==> config.mk <==
export PLATFORM = sky130hd
export DESIGN_NAME = seg_display
export DESIGN_NICKNAME = d
export VERILOG_FILES = /design/src/rtl/seg_display_pkg.sv /design/src/rtl/seg_display_hex_to_seg.sv /design/src/rtl/seg_display.sv
export SDC_FILE = /design/constraint.sdc
export NUM_CORES = 1
export LEC_CHECK = 0
export BUFFER_PORTS_ARGS = -buffer_cell sky130_fd_sc_hd__buf_2
export CAP_MARGIN = 20
export CORE_MARGIN = 1.5
export CORE_UTILIZATION = 51
export DETAILED_ROUTE_END_ITERATION = 8
export PLACE_DENSITY = 0.78
export SYNTH_ARGS = -nofsm -noshare
export SYNTH_HDL_FRONTEND = slang
export SYNTH_SLANG_ARGS = --single-unit
==> constraint.sdc <==
create_clock -name clk -period 2.4 [get_ports clk]
set_clock_uncertainty 0.1 [all_clocks]
set_input_delay 0.36 -clock clk [delete_from_list [all_inputs] [get_ports clk]]
set_output_delay 0.36 -clock clk [all_outputs]
set_load 0.01 [all_outputs]
==> src/rtl/seg_display_pkg.sv <==
// ---------------------------------------------------------------------------
// seg_display_pkg
//
// Shared definitions for the multiplexed 7-segment display driver.
//   - SEG_HEX_0 .. SEG_HEX_F : logical (active-high) segment patterns,
//                              bit order g..a (bit6 = g, bit0 = a)
//   - SEG_BLANK              : all segments off (logical)
//   - ST_BLANK / ST_SHOW     : scan FSM state encodings
//   - anodeOneHot()          : digit index -> logical one-hot anode enable
// ---------------------------------------------------------------------------
package seg_display_pkg;

    localparam logic [6:0] SEG_HEX_0 = 7'b0111111;
    localparam logic [6:0] SEG_HEX_1 = 7'b0000110;
    localparam logic [6:0] SEG_HEX_2 = 7'b1011011;
    localparam logic [6:0] SEG_HEX_3 = 7'b1001111;
    localparam logic [6:0] SEG_HEX_4 = 7'b1100110;
    localparam logic [6:0] SEG_HEX_5 = 7'b1101101;
    localparam logic [6:0] SEG_HEX_6 = 7'b1111101;
    localparam logic [6:0] SEG_HEX_7 = 7'b0000111;
    localparam logic [6:0] SEG_HEX_8 = 7'b1111111;
    localparam logic [6:0] SEG_HEX_9 = 7'b1101111;
    localparam logic [6:0] SEG_HEX_A = 7'b1110111;
    localparam logic [6:0] SEG_HEX_B = 7'b1111100;
    localparam logic [6:0] SEG_HEX_C = 7'b0111001;
    localparam logic [6:0] SEG_HEX_D = 7'b1011110;
    localparam logic [6:0] SEG_HEX_E = 7'b1111001;
    localparam logic [6:0] SEG_HEX_F = 7'b1110001;

    localparam logic [6:0] SEG_BLANK = 7'b0000000;

    // Scan FSM states: all anodes dark, or one digit lit
    localparam logic ST_BLANK = 1'b0;
    localparam logic ST_SHOW  = 1'b1;

    // Logical anode enable for a digit index; index 3 never occurs and
    // maps to all-off so an illegal index can never light two digits
    function automatic logic [2:0] anodeOneHot(input logic [1:0] idx);
        logic [2:0] an;
        case (idx)
            2'd0:    an = 3'b001;
            2'd1:    an = 3'b010;
            2'd2:    an = 3'b100;
            default: an = 3'b000;
        endcase
        return an;
    endfunction

endpackage

==> src/rtl/seg_display_hex_to_seg.sv <==
// ---------------------------------------------------------------------------
// hex_to_seg
//
// Purely combinational hex nibble to 7-segment decoder. Output is the
// logical pattern (1 = segment lit); board polarity is applied by the
// caller.
//   nibble_i [3:0] : hex value to display
//   seg_o    [6:0] : logical segments, bit0 = a ... bit6 = g
// ---------------------------------------------------------------------------
module hex_to_seg
    import seg_display_pkg::*;
(
    input  logic [3:0] nibble_i,
    output logic [6:0] seg_o
);

    // Full 16-entry table; every nibble value is a legal hex digit
    always_comb begin
        seg_o = SEG_BLANK;
        case (nibble_i)
            4'h0: seg_o = SEG_HEX_0;
            4'h1: seg_o = SEG_HEX_1;
            4'h2: seg_o = SEG_HEX_2;
            4'h3: seg_o = SEG_HEX_3;
            4'h4: seg_o = SEG_HEX_4;
            4'h5: seg_o = SEG_HEX_5;
            4'h6: seg_o = SEG_HEX_6;
            4'h7: seg_o = SEG_HEX_7;
            4'h8: seg_o = SEG_HEX_8;
            4'h9: seg_o = SEG_HEX_9;
            4'hA: seg_o = SEG_HEX_A;
            4'hB: seg_o = SEG_HEX_B;
            4'hC: seg_o = SEG_HEX_C;
            4'hD: seg_o = SEG_HEX_D;
            4'hE: seg_o = SEG_HEX_E;
            4'hF: seg_o = SEG_HEX_F;
            default: seg_o = SEG_BLANK;
        endcase
    end

endmodule

==> src/rtl/seg_display.sv <==
// ---------------------------------------------------------------------------
// seg_display
//
// Drives a 3-digit multiplexed 7-segment display from a 12-bit status code.
// Each digit slot is BLANK_CYCLES of all-anodes-off followed by
// DIGIT_CYCLES with one anode lit. The input is captured once per frame so
// a digit never changes mid-scan. All outputs are registered.
//
// Parameters:
//   DIGIT_CYCLES : cycles a digit is lit per slot (>= 1)
//   BLANK_CYCLES : cycles all anodes are dark before each digit (>= 1)
//   ACTIVE_LOW   : 1 = segment/dp/anode outputs are active-low
// Ports:
//   clk         : system clock
//   rst         : asynchronous active-high reset
//   digits      : [3:0] digit 0 (rightmost) ... [11:8] digit 2 (leftmost)
//   dp_mask     : decimal point enable, bit i = digit i
//   enable      : 1 = scan, 0 = display dark and scan restarted
//   seg_out     : segments, bit0 = a ... bit6 = g
//   dp_out      : decimal point
//   an_out      : anode enables, bit i = digit i
//   frame_tick  : one-cycle pulse at the end of each complete frame
// ---------------------------------------------------------------------------
module seg_display
    import seg_display_pkg::*;
#(
    parameter int DIGIT_CYCLES = 50000,
    parameter int BLANK_CYCLES = 500,
    parameter int ACTIVE_LOW   = 1
) (
    input  logic        clk,
    input  logic        rst,
    input  logic [11:0] digits,
    input  logic [2:0]  dp_mask,
    input  logic        enable,
    output logic [6:0]  seg_out,
    output logic        dp_out,
    output logic [2:0]  an_out,
    output logic        frame_tick
);

    localparam int MAX_CYCLES = (BLANK_CYCLES > DIGIT_CYCLES) ? BLANK_CYCLES : DIGIT_CYCLES;
    localparam int CNT_W      = $clog2(MAX_CYCLES) + 1;

    localparam logic [CNT_W-1:0] BLANK_LAST = CNT_W'(BLANK_CYCLES - 1);
    localparam logic [CNT_W-1:0] DIGIT_LAST = CNT_W'(DIGIT_CYCLES - 1);

    // Polarity masks: the logical value is XORed with these on the way out,
    // so "off" is all-ones on an active-low board
    localparam logic       POL    = (ACTIVE_LOW != 0);
    localparam logic [6:0] POL7   = {7{POL}};
    localparam logic [2:0] POL3   = {3{POL}};
    localparam logic [6:0] SEG_OFF = SEG_BLANK ^ POL7;
    localparam logic [2:0] AN_OFF  = 3'b000 ^ POL3;

    logic             state_q, state_d;
    logic [1:0]       idx_q, idx_d;
    logic [CNT_W-1:0] cnt_q, cnt_d;
    logic [11:0]      snapDigits_q;
    logic [2:0]       snapDp_q;
    logic             restart_q;
    logic             frameWrap;
    logic             snapTake;

    logic [3:0]       curNibble;
    logic             curDp;
    logic [6:0]       curSeg;

    logic [6:0]       segOut_q, segOut_d;
    logic             dpOut_q, dpOut_d;
    logic [2:0]       anOut_q, anOut_d;
    logic             frameTick_q;

    // Next-state logic. Disabling the display parks the scan at the start
    // of a frame so re-enabling always begins with a blank gap on digit 0.
    always_comb begin
        state_d   = state_q;
        idx_d     = idx_q;
        cnt_d     = cnt_q + CNT_W'(1);
        frameWrap = 1'b0;
        if (!enable) begin
            state_d = ST_BLANK;
            idx_d   = 2'd0;
            cnt_d   = '0;
        end else if (state_q == ST_BLANK) begin
            if (cnt_q == BLANK_LAST) begin
                state_d = ST_SHOW;
                cnt_d   = '0;
            end
        end else begin
            if (cnt_q == DIGIT_LAST) begin
                state_d = ST_BLANK;
                cnt_d   = '0;
                if (idx_q == 2'd2) begin
                    idx_d     = 2'd0;
                    frameWrap = 1'b1;
                end else begin
                    idx_d = idx_q + 2'd1;
                end
            end
        end
    end

    // The snapshot is refreshed only at frame boundaries, or on the first
    // enabled cycle after reset / after the display was disabled
    assign snapTake = enable && (restart_q || frameWrap);

    always_ff @(posedge clk or posedge rst) begin
        if (rst) begin
            state_q      <= ST_BLANK;
            idx_q        <= 2'd0;
            cnt_q        <= '0;
            snapDigits_q <= 12'h000;
            snapDp_q     <= 3'b000;
            restart_q    <= 1'b1;
        end else begin
            state_q   <= state_d;
            idx_q     <= idx_d;
            cnt_q     <= cnt_d;
            restart_q <= !enable;
            if (snapTake) begin
                snapDigits_q <= digits;
                snapDp_q     <= dp_mask;
            end
        end
    end

    // Select the captured nibble and decimal point for the current digit
    always_comb begin
        curNibble = snapDigits_q[3:0];
        curDp     = snapDp_q[0];
        case (idx_q)
            2'd1: begin
                curNibble = snapDigits_q[7:4];
                curDp     = snapDp_q[1];
            end
            2'd2: begin
                curNibble = snapDigits_q[11:8];
                curDp     = snapDp_q[2];
            end
            default: begin
                curNibble = snapDigits_q[3:0];
                curDp     = snapDp_q[0];
            end
        endcase
    end

    hex_to_seg u_hexToSeg (
        .nibble_i (curNibble),
        .seg_o    (curSeg)
    );

    // Output values for the next cycle. Outputs follow the registered
    // state, so they lag a state change by one clock; dropping enable
    // darkens the display on the very next edge.
    always_comb begin
        segOut_d = SEG_OFF;
        dpOut_d  = POL;
        anOut_d  = AN_OFF;
        if (enable && (state_q == ST_SHOW)) begin
            segOut_d = curSeg ^ POL7;
            dpOut_d  = curDp ^ POL;
            anOut_d  = anodeOneHot(idx_q) ^ POL3;
        end
    end

    always_ff @(posedge clk or posedge rst) begin
        if (rst) begin
            segOut_q    <= SEG_OFF;
            dpOut_q     <= POL;
            anOut_q     <= AN_OFF;
            frameTick_q <= 1'b0;
        end else begin
            segOut_q    <= segOut_d;
            dpOut_q     <= dpOut_d;
            anOut_q     <= anOut_d;
            frameTick_q <= frameWrap;
        end
    end

    assign seg_out    = segOut_q;
    assign dp_out     = dpOut_q;
    assign an_out     = anOut_q;
    assign frame_tick = frameTick_q;

endmodule
==> results of run 1 <==
-- Yosys cell counts (2+ instances only) --
library cell	n	share of area, %
dfrtp_1	36	39
nor2_1	29	4.7
nand2_1	18	2.9
mux2_2	16	7.7
dfstp_2	12	13
xnor2_1	11	4.1
ha_1	10	5.4
inv_1	9	1.4
a21oi_1	8	1.7
o21ai_0	6	1.3
a22oi_1	4	1.3
nand3_1	4	0.86
xor2_1	4	1.5
a31oi_1	3	0.80
and3_1	3	0.80
clkbuf_1	3	0.48
mux2i_1	3	1.3
nand4_1	3	0.80
nor3_1	3	0.64
nor4_1	3	0.80
o221ai_1	3	1.1
or3_1	3	0.80
buf_6	2	0.96
nand3b_1	2	0.64
o21ai_4	2	1.4
or4_1	2	0.64
-- metal layers --
layer / vias up / share of wire, % / track usage (%)
li1: 840 / - / -
met2: 50 / 47 / 32.2
met4: 0 / 1.3 / 5.66
met5: - / 0 / 0
met1: 858 / 48 / 29.1
met3: 6 / 4.4 / 3.99
-- final cells by class --
type,instances,area (um^2),share of cell area [%]
Clock buffer,5,68.8,2.39
Clock inverter,3,46.3,1.61
Inverter,9,33.8,1.17
Multi-Input combinational cell,151,1130,39.2
Sequential cell,48,1220,42.2
Tap cell,52,65.1,2.26
Timing Repair Buffer,47,323,11.2
-- power groups by stage --
| stage | Clock, uW | Sequential (uW) | Combinational (uW) |
|---|---|---|---|
| after floorplan | 0 | 884 | 154 |
| after global placement | 0 | 891 | 214 |
| after detailed placement | 0 | 892 | 221 |
| after CTS | 611 | 878 | 242 |
| after global routing | 654 | 885 | 276 |
| final | 603 | 880 | 248 |
-- state kept, by name (all words and copies together), names as in the netlist --
| name | flops |
|---|---|
| restart_q | 1 |
| seg_out | 7 |
| frame_tick | 1 |
| snapDigits_q | 12 |
| dp_out | 1 |
| an_out | 3 |
| snapDp_q | 3 |
| state_q | 1 |
| cnt_q | 17 |
| idx_q | 2 |
-- repair_timing --
action,CTS,global route
pin swaps,2,1
setup buffers,2,0
cloned,1,0
setup endpoints to repair,33,36
resized for setup,11,10
-- through the flow --
| step | hold slack [ns] | cells | setup WS [ns] |
|---|---|---|---|
| finish | 0.0848 | 315 | -0.0387 |
| global route | 0.137 | 315 | -0.0654 |
| CTS | 0.103 | 315 | -0.0483 |
| detailed placement | 0.340 | 304 | -0.0640 |
| global placement | 0.336 | 304 | 0.0316 |
| floorplan | 0.305 | 213 | -0.000113 |
-- worst max-delay path, delay by kind of cell (launching register included) --
kind / cells / cell delay [ns]
simple gates: 3 / 1.14
flops: 1 / 0.39
mux: 1 / 0.30
compound gates: 1 / 0.21
buf+inv: 1 / 0.20
-- final timing paths --
| kind | from | end | slack, ns |
|---|---|---|---|
| setup / recovery | cnt_q[16]$_DFF_PP0_ | snapDigits_q[0]$_DFFE_PP0P_ | -0.04 |
| hold / removal | rst | snapDigits_q[9]$_DFFE_PP0P_ | 0.08 |
| min in group clk | enable | restart_q$_DFF_PP1_ | 0.12 |
| hold reg to reg | snapDp_q[0]$_DFFE_PP0P_ | dp_out$_DFF_PP1_ | 0.36 |
| max in group asynchronous | rst | cnt_q[8]$_DFF_PP0_ | 1.72 |
| setup reg to reg | cnt_q[16]$_DFF_PP0_ | snapDigits_q[0]$_DFFE_PP0P_ | -0.04 |
-- cells by family after synthesis --
group                    share of synthesized area (%)
multiplexers                                      9.00
AND/OR/NAND/NOR                                   15.7
adder cells (fa/ha/maj)                           5.36
flip-flops                                        52.1
buffers and inverters                             2.89
XOR/XNOR                                          5.62
AO/OA/AOI/OAI                                     9.32
==> summary.txt, run 1 <==
STA
  – Final WS setup: -0.0387 ns
  – Rel. slew slack: 61.5%
  – Period minus WS final: 2.44 ns
  – Setup_tns: -0.406 ns
  – Final hold viol count: 0
  – RSZ-0062 raised after global routing: true
  – Peak Freq: 410 MHz
  – Slew Viols, Final: 0
  – Final-report setup violation count: 14
  – Least-Margin Pin Slew: 0.577 ns
  – Final worst path period share: 102%

Global routing
  – Gr ovfl total: 0
  – First-pass GRT wire length: 8.20 mm
  – Antenna violations before repair: 0
  – Total GRT Usage: 20.4%
  – Vias in the first global route: 1726
  – Pin count of the biggest net entering global routing: 49

Route
  – Detailed-route via count: 1754
  – Residual DRC: 0
  – Via-to-Cell Ratio: 5.57
  – Iter 0 DRT Violations: 158
  – Detail-routed net length per standard cell: 15.3 um
  – Wire length after detailed routing: 4.80 mm
  – Antenna-violating nets left: 0
  – Drt first pass iters: 4

Die
  – Starting density of the core: 53.3%
  – Row cnt: 24
  – Die Span X: 70.7 um
  – Core area: 4380 um^2
  – Die Y: 70.7 um
  – IO Pins: 30
  – Die ar.: 5000 um^2

Synth
  – Mapped Cells: 213
  – Ys flop type: dfrtp_1
  – Post-synth EDFFs: 0
  – Mean Syn Cell Area: 11.0 um^2
  – Synth cell types: 37
  – Seq cells post-synth: 48
  – Async set-reset flop share out of synthesis: 100%
  – Syn. warnings: 0
  – Seq/Total Area, Yosys: 52.1%
  – Post-Syn Nets: 241
  – Post-Syn Area: 2340 um^2

Clock network
  – CTS tree: done
  – Max H-tree Level: 2
  – Num CTS Buffers: 5
  – CTS max path bufs: 2
  – Cts hold-fix bufs: 0
  – Clock latency on the worst-skew pair: 0.31 ns
  – CTS sink count: 48
  – Root buf cell: clkbuf_8
  – CTS clk-pin slew, worst paths: 0.09 ns

Worst setup path
  – Worst path cell trace: or4_4, or2_4, or3_4, o21ai_4, clkbuf_16, mux2_4
  – CP Class: reg -> reg
  – Max stage delay on crit path: 0.55 ns
  – Reg2reg path depth: 6
  – Worst-path maximum fanout: 7
  – Worst Path Required: 2.50 ns
  – Slowest cell on crit path: or4_4
  – Endpoint class of the critical path: flop
  – Worst Setup Start Kind: flop
  – Worst EP arrival: 2.54 ns

Power and ir drop
  – Clk pwr share: 34.8%
  – Tot Pwr: 1730 uW
  – Sequential group share of total power: 50.8%
  – Power per Cell Area: 601 nW/um^2
  – Switching Share: 25.2%
  – Leak pwr: 0.00124 uW
  – Sw power: 437 uW
  – VDD IR max: 439 uV
  – Logic gate share of total power: 14.3%
  – Internal Power: 1290 uW

Run status
  – Failing checks: negative setup slack
  – Run status: finished with violations

Placement
  – Post-DP HPWL: 3.15 mm
  – Port bufs: 29
  – Post-place instance area: 2650 um^2
  – GP Congestion: 0.797

Worst hold path
  – HP Class: in -> async

Final layout
  – Commonest non-fill, non-tap cell in the layout: dfrtp_1
  – NumNets Final: 290
  – Final core occ: 65.8%
  – Diode count: 0
  – Layout cells sized above 1: 36.1%
  – Area growth syn-to-layout: 23.4%
  – Most frequent cells in the layout: dfrtp_1, nor2_1, buf_2
  – # fillers: 320
  – Final Cell Area: 2880 um^2

Run
  – Max Cap Violations: 0
Note: power is estimated with default switching activity, not from simulation.
==> run 2: changes to the inputs <==
--- a/config.mk
+++ b/config.mk
@@ -10,6 +10,7 @@
 export CORE_MARGIN = 1.5
 export CORE_UTILIZATION = 51
 export DETAILED_ROUTE_END_ITERATION = 8
+export MAX_ROUTING_LAYER = met4
 export PLACE_DENSITY = 0.78
 export SYNTH_ARGS = -nofsm -noshare
 export SYNTH_HDL_FRONTEND = slang
==> run 2 against run 1 <==
Net effect:
- utilization stayed put
- register-to-register slack hardly changed
- combinational power hardly changed
- fmax hardly changed
- highest routed layer unchanged
- cell count stayed put
- via count stayed put
- the flow still finishes with violations (negative setup slack)
- critical path depth stayed put
- setup slack better by 0.0023 ns
- first-iteration DRC count is 0.63% higher
- die area stayed put
- final area stayed put
- largest power group unchanged
==> summary.txt, run 2 (synthesized netlist as in run 1, its figures left out) <==
Run status
  – Run status: finished with violations
  – Failing checks: negative setup slack

Worst hold path
  – HP Class: in -> async

Worst setup path
  – Worst Setup Start Kind: flop
  – Reg2reg path depth: 6
  – CP endpoint: snapDigits_q[0]$_DFFE_PP0P_
  – CP Class: reg -> reg
  – Flop-to-flop setup slack: -0.04 ns
  – Worst EP arrival: 2.54 ns
  – Worst-path maximum fanout: 7
  – Worst Path Required: 2.50 ns
  – Endpoint class of the critical path: flop
  – Reg-to-reg startpoint: cnt_q[16]$_DFF_PP0_
  – CP Launch Point: cnt_q[16]$_DFF_PP0_
  – Worst R2R End: snapDigits_q[0]$_DFFE_PP0P_

Clock network
  – Root buf cell: clkbuf_8
  – CTS tree: done
  – Clock latency on the worst-skew pair: 0.31 ns
  – CTS sink count: 48
  – Max H-tree Level: 2
  – CTS clk-pin slew, worst paths: 0.09 ns
  – Num CTS Buffers: 5
  – CTS max path bufs: 2

Power and ir drop
  – Leak pwr: 0.00124 uW
  – Sw power: 441 uW
  – Tot Pwr: 1740 uW
  – Clk pwr share: 35.0%
  – Logic gate share of total power: 14.3%
  – VDD IR max: 442 uV
  – Switching Share: 25.4%
  – Sequential group share of total power: 50.7%
  – Power per Cell Area: 602 nW/um^2
  – Internal Power: 1290 uW

Final layout
  – NumNets Final: 290
  – Layout cells sized above 1: 36.1%
  – Max reg flops: 17
  – Storage cell area: 1220 um^2
  – Most frequent cells in the layout: dfrtp_1, nor2_1, buf_2
  – Area of the multi-input gates: 1130 um^2
  – Commonest non-fill, non-tap cell in the layout: dfrtp_1
  – Final core occ: 65.8%
  – Diode count: 0
  – Area growth syn-to-layout: 23.4%
  – # fillers: 320
  – Final Cell Area: 2880 um^2
  – Largest Register: cnt_q

Placement
  – GP Congestion: 0.809
  – Port bufs: 29
  – Post-DP HPWL: 3.15 mm
  – Post-place instance area: 2650 um^2

Route
  – Drt first pass iters: 4
  – Antenna-violating nets left: 0
  – Wire length after detailed routing: 4.83 mm
  – Detailed-route via count: 1754
  – Residual DRC: 0
  – Iter 0 DRT Violations: 159
  – Detail-routed net length per standard cell: 15.3 um
  – Via-to-Cell Ratio: 5.57

STA
  – Period minus WS final: 2.44 ns
  – Final worst path period share: 102%
  – Hold slack final: 0.0844 ns
  – Peak Freq: 410 MHz
  – Setup_tns: -0.379 ns
  – Rel. slew slack: 61.1%
  – Final-report setup violation count: 13
  – Least-Margin Pin Slew: 0.584 ns
  – Slew Viols, Final: 0
  – RSZ-0062 raised after global routing: true
  – Final WS setup: -0.0363 ns
  – Final hold viol count: 0

Die
  – Die ar.: 5000 um^2
  – Core area: 4380 um^2
  – Row cnt: 24
  – IO Pins: 30
  – Die Span X: 70.7 um
  – Starting density of the core: 53.3%
  – Die Y: 70.7 um

Global routing
  – Antenna violations before repair: 0
  – Vias in the first global route: 1729
  – Total GRT Usage: 21.1%
  – Gr ovfl total: 0
  – First-pass GRT wire length: 8.19 mm
  – Pin count of the biggest net entering global routing: 49

Run
  – Max Cap Violations: 0
## run 2: cell counts in the layout (fill, tap and decap cells not counted)
No cell type changed its count.
## run 2: critical path: stages (launching register included)
cell and delay, ns:
dfrtp_1 0.39, or4_4 0.55, or2_4 0.25, or3_4 0.34, o21ai_4 0.21, clkbuf_16 0.20, mux2_4 0.30
## run 2: power groups by stage
stage	clock (uW)	sequential, uW	combinational [uW]
finish	607	880	248
global placement	0	891	214
detailed placement	0	892	221
CTS	611	878	242
floorplan	0	884	154
global route	654	885	276
## run 2: area by class of cell
cell class | count | share of cell area (%)
flip-flops and latches | 48 | 42.2
multi-input cells | 151 | 39.2
repair buffers | 47 | 11.2
clock buffers | 5 | 2.39
well taps | 52 | 2.26
clock inverters | 3 | 1.61
inverters | 9 | 1.17
## run 2: per-stage QoR
| stage | std cells | setup WS [ns] |
|---|---|---|
| 2_1_floorplan | 213 | -0.000113 |
| 3_3_place_gp | 304 | 0.0316 |
| 3_5_place_dp | 304 | -0.0640 |
| 4_1_cts | 315 | -0.0483 |
| 5_1_grt | 315 | -0.0654 |
| 6_report | 315 | -0.0363 |
## run 2: worst min-delay path by stage
stage / end / slack (ns) / cells past startpoint
6_report: snapDigits_q[9]$_DFFE_PP0P_ / 0.08 / 3
5_1_grt: snapDigits_q[5]$_DFFE_PP0P_ / 0.14 / 3
4_1_cts: snapDigits_q[9]$_DFFE_PP0P_ / 0.10 / 3
3_5_place_dp: dp_out$_DFF_PP1_ / 0.34 / 1
3_3_place_gp: dp_out$_DFF_PP1_ / 0.34 / 1
2_1_floorplan: dp_out$_DFF_PP1_ / 0.30 / 1
## run 2: timing repair
action | CTS | global route
buffers inserted | 2 | 0
endpoints found under the setup margin | 33 | 36
hold buffers | 0 | 0
gates resized for setup | 11 | 10
cloned | 1 | 0
pin swaps | 2 | 1
## run 2: routing by layer
metal  wire length [um]  GRT usage, %  part of all wire [%]
met1               2280          29.0                    47
met2               2270          32.4                    47
met3                230          3.99                   4.8
met4                 58          5.66                   1.2
met5                  0             -                     0
